--- src/rtl/bcp_engine_pkg.sv ---
// ============================================================================
// Module   : bcp_engine_pkg
// Brief    : Shared sizes and FSM state encoding for the BCP engine.
// Revision : 1.0
// ============================================================================
`default_nettype none

package bcp_engine_pkg;

    localparam int MAX_VARS_BITS    = 8;
    localparam int MAX_CLAUSES_BITS = 8;
    // One literal is {neg, var}
    localparam int LIT_W            = MAX_VARS_BITS + 1;

    typedef enum logic [1:0] {
        ST_IDLE  = 2'd0,
        ST_FETCH = 2'd1,
        ST_EVAL  = 2'd2
    } bcp_state_e;

endpackage

`default_nettype wire

--- src/rtl/bcp_engine_fifo.sv ---
// ============================================================================
// Module   : bcp_fifo
// Brief    : Clause-index queue; power-of-2 depth, extra-MSB pointers.
// Revision : 1.0
// ============================================================================
`default_nettype none

module bcp_fifo #(
    parameter int WIDTH = 8,
    parameter int DEPTH = 4
) (
    input  logic             clk,
    input  logic             rst_n,
    input  logic             i_clr,
    input  logic             i_push,
    input  logic [WIDTH-1:0] i_data,
    input  logic             i_pop,
    output logic [WIDTH-1:0] o_data,
    output logic             o_empty,
    output logic             o_full
);

    localparam int AW = $clog2(DEPTH);

    logic [AW:0]      r_wptr;
    logic [AW:0]      r_rptr;
    logic [WIDTH-1:0] r_mem [DEPTH];

    // Clear has priority so a flush drops any same-cycle push
    always_ff @(posedge clk or negedge rst_n) begin
        if (!rst_n) begin
            r_wptr <= '0;
            r_rptr <= '0;
        end else if (i_clr) begin
            r_wptr <= '0;
            r_rptr <= '0;
        end else begin
            if (i_push) r_wptr <= r_wptr + (AW+1)'(1);
            if (i_pop)  r_rptr <= r_rptr + (AW+1)'(1);
        end
    end

    always_ff @(posedge clk) begin
        if (i_push && !i_clr) r_mem[r_wptr[AW-1:0]] <= i_data;
    end

    assign o_data  = r_mem[r_rptr[AW-1:0]];
    assign o_empty = (r_wptr == r_rptr);
    assign o_full  = (r_wptr[AW] != r_rptr[AW]) && (r_wptr[AW-1:0] == r_rptr[AW-1:0]);

endmodule

`default_nettype wire

--- src/rtl/bcp_engine.sv ---
// ============================================================================
// Module   : bcp_engine
// Brief    : Boolean constraint propagation: queues clause indices, fetches
//            each clause, classifies it as sat/unit/conflict/open.
// Revision : 1.0
// ============================================================================
`default_nettype none

module bcp_engine
    import bcp_engine_pkg::*;
#(
    parameter int FIFO_DEPTH = 4,
    parameter int LITS       = 3
) (
    input  logic                        clk,
    input  logic                        rst_n,
    input  logic                        i_reset_bcp,
    input  logic                        i_clause_valid,
    input  logic [MAX_CLAUSES_BITS-1:0] i_clause_idx,
    output logic                        o_clause_ready,
    output logic                        o_cm_rd_en,
    output logic [MAX_CLAUSES_BITS-1:0] o_cm_rd_idx,
    input  logic [LITS*LIT_W-1:0]       i_cm_lits,
    output logic [MAX_VARS_BITS-1:0]    o_vs_var [LITS],
    input  logic [LITS-1:0]             i_vs_val,
    input  logic [LITS-1:0]             i_vs_unassign,
    output logic                        o_imply_push,
    output logic [MAX_VARS_BITS-1:0]    o_imply_var,
    output logic                        o_imply_val,
    output logic                        o_imply_type,
    input  logic                        i_imply_full,
    output logic                        o_bcp_busy,
    output logic                        o_conflict,
    output logic [MAX_CLAUSES_BITS-1:0] o_conflict_clause
);

    bcp_state_e                  r_state;
    logic [LITS*LIT_W-1:0]       r_lits;
    logic [MAX_CLAUSES_BITS-1:0] r_idx;
    logic                        r_conflict;
    logic [MAX_CLAUSES_BITS-1:0] r_conflict_clause;
    logic                        r_imply_push;
    logic [MAX_VARS_BITS-1:0]    r_imply_var;
    logic                        r_imply_val;
    logic                        r_imply_type;

    logic                        w_empty;
    logic                        w_full;
    logic [MAX_CLAUSES_BITS-1:0] w_head;
    logic                        w_push;
    logic                        w_pop;
    logic                        w_flush;
    logic                        w_any_true;
    logic                        w_one_unas;
    logic                        w_multi_unas;
    logic [MAX_VARS_BITS-1:0]    w_unit_var;
    logic                        w_unit_neg;
    logic                        w_conf_hit;

    assign o_clause_ready = !w_full && !r_conflict;
    assign w_push         = i_clause_valid && o_clause_ready;
    // Read request is issued in the pop cycle so the word lands during FETCH
    assign w_pop          = (r_state == ST_IDLE) && !w_empty && !r_conflict && !i_reset_bcp;
    assign w_conf_hit     = (r_state == ST_EVAL) && !w_any_true && !w_one_unas;
    assign w_flush        = i_reset_bcp || w_conf_hit;

    bcp_fifo #(
        .WIDTH (MAX_CLAUSES_BITS),
        .DEPTH (FIFO_DEPTH)
    ) u_fifo (
        .clk     (clk),
        .rst_n   (rst_n),
        .i_clr   (w_flush),
        .i_push  (w_push),
        .i_data  (i_clause_idx),
        .i_pop   (w_pop),
        .o_data  (w_head),
        .o_empty (w_empty),
        .o_full  (w_full)
    );

    generate
        for (genvar g = 0; g < LITS; g++) begin : g_vs_addr
            assign o_vs_var[g] = r_lits[g*LIT_W +: MAX_VARS_BITS];
        end
    endgenerate

    always_comb begin
        w_any_true   = 1'b0;
        w_one_unas   = 1'b0;
        w_multi_unas = 1'b0;
        w_unit_var   = '0;
        w_unit_neg   = 1'b0;
        for (int i = 0; i < LITS; i++) begin
            if (r_lits[i*LIT_W +: MAX_VARS_BITS] != '0) begin
                if (i_vs_unassign[i]) begin
                    w_multi_unas = w_multi_unas | w_one_unas;
                    w_one_unas   = 1'b1;
                    w_unit_var   = r_lits[i*LIT_W +: MAX_VARS_BITS];
                    w_unit_neg   = r_lits[i*LIT_W + MAX_VARS_BITS];
                end else if (i_vs_val[i] ^ r_lits[i*LIT_W + MAX_VARS_BITS]) begin
                    w_any_true = 1'b1;
                end
            end
        end
    end

    always_ff @(posedge clk or negedge rst_n) begin
        if (!rst_n) begin
            r_state           <= ST_IDLE;
            r_lits            <= '0;
            r_idx             <= '0;
            r_conflict        <= 1'b0;
            r_conflict_clause <= '0;
            r_imply_push      <= 1'b0;
            r_imply_var       <= '0;
            r_imply_val       <= 1'b0;
            r_imply_type      <= 1'b0;
        end else begin
            r_imply_push <= 1'b0;
            if (i_reset_bcp) begin
                r_state    <= ST_IDLE;
                r_conflict <= 1'b0;
            end else begin
                case (r_state)
                    ST_IDLE: begin
                        if (w_pop) begin
                            r_idx   <= w_head;
                            r_state <= ST_FETCH;
                        end
                    end
                    ST_FETCH: begin
                        r_lits  <= i_cm_lits;
                        r_state <= ST_EVAL;
                    end
                    ST_EVAL: begin
                        if (w_any_true || w_multi_unas) begin
                            r_state <= ST_IDLE;
                        end else if (!w_one_unas) begin
                            r_conflict        <= 1'b1;
                            r_conflict_clause <= r_idx;
                            r_state           <= ST_IDLE;
                        end else if (!i_imply_full) begin
                            // Unit clause: the lone open literal must become true
                            r_imply_push <= 1'b1;
                            r_imply_var  <= w_unit_var;
                            r_imply_val  <= ~w_unit_neg;
                            r_imply_type <= 1'b1;
                            r_state      <= ST_IDLE;
                        end
                    end
                    default: r_state <= ST_IDLE;
                endcase
            end
        end
    end

    assign o_cm_rd_en        = w_pop;
    assign o_cm_rd_idx       = w_head;
    assign o_imply_push      = r_imply_push;
    assign o_imply_var       = r_imply_var;
    assign o_imply_val       = r_imply_val;
    assign o_imply_type      = r_imply_type;
    assign o_bcp_busy        = !w_empty || (r_state != ST_IDLE);
    assign o_conflict        = r_conflict;
    assign o_conflict_clause = r_conflict_clause;

endmodule

`default_nettype wire

--- config.mk ---
export PLATFORM = sky130hd
export DESIGN_NAME = bcp_engine
export DESIGN_NICKNAME = d
export VERILOG_FILES = /design/src/rtl/bcp_engine_pkg.sv /design/src/rtl/bcp_engine_fifo.sv /design/src/rtl/bcp_engine.sv
export SDC_FILE = /design/constraint.sdc
export NUM_CORES = 1
export LEC_CHECK = 0
export CAP_MARGIN = 10
export CORE_MARGIN = 2
export CORE_UTILIZATION = 50
export CTS_CLUSTER_DIAMETER = 150
export DETAILED_ROUTE_END_ITERATION = 8
export GPL_TIMING_DRIVEN = 0
export PLACE_DENSITY = 0.81
export SLEW_MARGIN = 10
export SYNTH_ARGS = -nofsm -noshare
export SYNTH_HDL_FRONTEND = slang
export SYNTH_HIERARCHICAL = 1
export SYNTH_SLANG_ARGS = --single-unit
--- constraint.sdc ---
create_clock -name clk -period 3.18 [get_ports clk]
set_clock_uncertainty 0.05 [all_clocks]
set_input_delay 0.636 -clock clk [delete_from_list [all_inputs] [get_ports clk]]
set_output_delay 0.636 -clock clk [all_outputs]
set_load 0.02 [all_outputs]
==> impl_metrics.yaml, run 1 <==
outcome:
  status: "completed"
floorplanning:
  die_w_um: 97.6
  row_count: 34
  die-height_um: 97.6
  core_area_um2: 8590
  die_area_um2: 9530
  initial_core_util: 0.510
  ios: 101
routing:
  vias_per_cell: 5.41
  vias: 2814
  drc_errors: 0
  drt-initial-drc-count: 135
  postRouteAntennaNets: 0
  routed_wl_um: 9270
  first_pass_iters: 4
  wire_per_inst_um: 17.8
clocking:
  numCtsBuffers: 9
  clk_path_buf_depth: 2
  clk_latency_ns: 0.35
  root_buffer: "clkbuf_8"
  tritoncts: "done"
  cts_hold_buf: 0
  path_clk_slew_ns: 0.09
  htreeDepth: 3
  cts_num_sinks: 95
global_routing:
  antenna_found_initial: 0
  grt_pass1_vias: 2905
  grt_busiest_layer: "met2"
  grtUsageMet1: 0.268
  grtUsageTotal: 0.199
  grt_max_degree: 64
  gr-usage-met3: 0.0396
  met2_usage: 0.309
  grt_pass1_wl_um: 14800
  grt_overflow: 0
sta:
  period_minus_slack_ns: 3.10
  maxSlewViolCount: 0
  fmax_mhz: 323
  fin_worst_hold_slack_ns: 0.314
  finalSetupViolCount: 0
  tightest_slew_ns: 0.789
  slew_headroom: 0.471
  hold_viol_final: 0
  finalSetupTns_ns: 0
  post-route-period-util: 0.974
logic_synthesis:
  yosysSeqAreaShare: 0.579
  syn_area_per_cell_um2: 14.7
  synth_seq_cells: 95
  yosysWarnings: 6
  syn_area_um2: 4380
  syn-num-nets: 348
  synthDistinctLibCells: 43
  syn_inst: 297
cells_and_area:
  antenna-diode-count: 0
  syn_to_final_growth_pct: 30.8
  layout-drive-gt1-share: 0.282
  layout_commonest_cell: "clkdlybuf4s50_1"
  nets: 458
  layout_common_cells: "clkdlybuf4s50_1, dfrtp_1, mux2_2"
critical_path:
  reg2reg_to: "u_fifo/r_mem[3][6]"
  cp.required_ns: 2.49
  start_kind: "input pin"
  end_kind: "primary output"
  critPathMaxFanout: 4
  reg2reg_depth: 6
  cp.arrival_ns: 2.41
  worstSetupPathType: "input pin to primary output"
  reg2reg_slack_ns: 0.48
  cp-startpoint: "i_reset_bcp"
  r2r_start: "r_lits[8]"
min_path:
  hp-class: "input pin to async pin"
power_and_ir_drop:
  power_leakage_uw: 0.00232
  peakVddDrop_mv: 0.354
  power_density_nw_per_um2: 811
placement:
  gp_congestion: 0.910
  hpwl_um: 6770
  port_buffers: 98
run:
  max_cap_violations: 0
==> per-stage QoR <==
stage	instance area, µm²	instances	util	setup slack [ns]	total power, µW
2_1_floorplan	4380	297	-	0.616	3040
3_3_place_gp	5500	503	0.640	-0.574	3760
3_5_place_dp	5490	503	0.639	-0.502	3830
4_1_cts	5720	520	0.665	0.0361	4670
5_1_grt	5730	520	0.667	-0.0306	4880
6_report	5730	520	0.667	0.0819	4650
==> logic make-up (layout without fill, tap and decap cells) <==
kind of cell,count (synthesis),after routing,synth area share
compound gates,33,33,0.0528
xor+xnor,9,9,0.0180
fa+ha+maj,5,5,0.0143
buf+inv,39,154,0.0588
flops,95,95,0.579
mux,62,62,0.186
simple gates,54,54,0.0905
==> Yosys cell counts, drive strengths merged <==
master	instances	area share
a211oi	3	0.0063
a21bo	3	0.0069
a21boi	3	0.0051
a21oi	2	0.0023
a31o	1	0.0020
a31oi	9	0.013
and2	14	0.020
and3	1	0.0014
buf	29	0.050
clkbuf	5	0.0043
dfrtp	63	0.36
edfxtp	32	0.22
ha	5	0.014
inv	5	0.0043
mux2	52	0.14
mux2i	2	0.0046
mux4	8	0.041
nand2	10	0.0086
nand2b	3	0.0043
nand3	1	0.0023
nand3b	2	0.0034
nor2	8	0.0069
nor2b	1	0.0014
nor3	3	0.0046
nor3b	1	0.0017
nor4	7	0.023
nor4b	3	0.013
o2111ai	2	0.0054
o21ai	9	0.010
o31ai	1	0.0017
xnor2	7	0.014
xor2	2	0.0040
==> layout make-up <==
type	count	area, µm²
clock inverter	5	61.3
fill	632	2870
buffer	34	239
clock buffer	11	153
sequential	95	2540
tap	108	135
timing repair buffer	99	986
multi-input combinational	163	1600
inverter	5	18.8
==> metal layers <==
metal  vias up  routed length [µm]
met5         -                   0
met4         0                 227
met3        20                 504
met2       100                4570
met1      1408                3970
li1       1286                   -
==> power by group <==
| part | switching (µW) | leakage [µW] | total, µW | internal (µW) |
|---|---|---|---|---|
| Sequential | 309 | 0.00109 | 1880 | 1570 |
| Combinational | 831 | 0.00112 | 1930 | 1100 |
| Clock | 415 | 0.000109 | 832 | 418 |
| Total | 1550 | 0.00232 | 4650 | 3090 |
==> flip-flops by register name, summed over array words and instances (netlist names) <==
name               flops
o_imply_type           1
o_imply_val            1
u_fifo/r_mem          32
o_imply_var            8
r_state                2
o_conflict             1
u_fifo/r_wptr          3
u_fifo/r_rptr          3
o_conflict_clause      8
o_imply_push           1
r_idx                  8
r_lits                27
==> how the worst max path moves through the flow <==
stage / end / slack (ns) / depth (start not counted)
6_report: o_cm_rd_en / 0.08 / 4
5_1_grt: o_cm_rd_en / -0.03 / 5
4_1_cts: o_cm_rd_en / 0.04 / 4
3_5_place_dp: o_cm_rd_en / -0.50 / 4
3_3_place_gp: u_fifo/r_wptr[1] / -0.57 / 1
2_1_floorplan: u_fifo/r_mem[3][0] / 0.62 / 6
==> timing repair <==
item,in CTS,in global routing
buffers inserted,1,0
setup endpoints to repair,1,5
gates resized for setup,0,3
==> critical path, cell delays in order <==
cell	delay (ns)
clkdlybuf4s50_1	0.50
nor2_2	0.28
nor4b_4	0.33
clkdlybuf4s50_1	0.66
Power figures use the tool's default switching activity.
==> inputs of run 2 (changes only) <==
- ABC_CLOCK_PERIOD_IN_PS: not set -> 3180
==> results of run 2 <==
No change in the layout: final DEF, timing and power equal those of run 1.
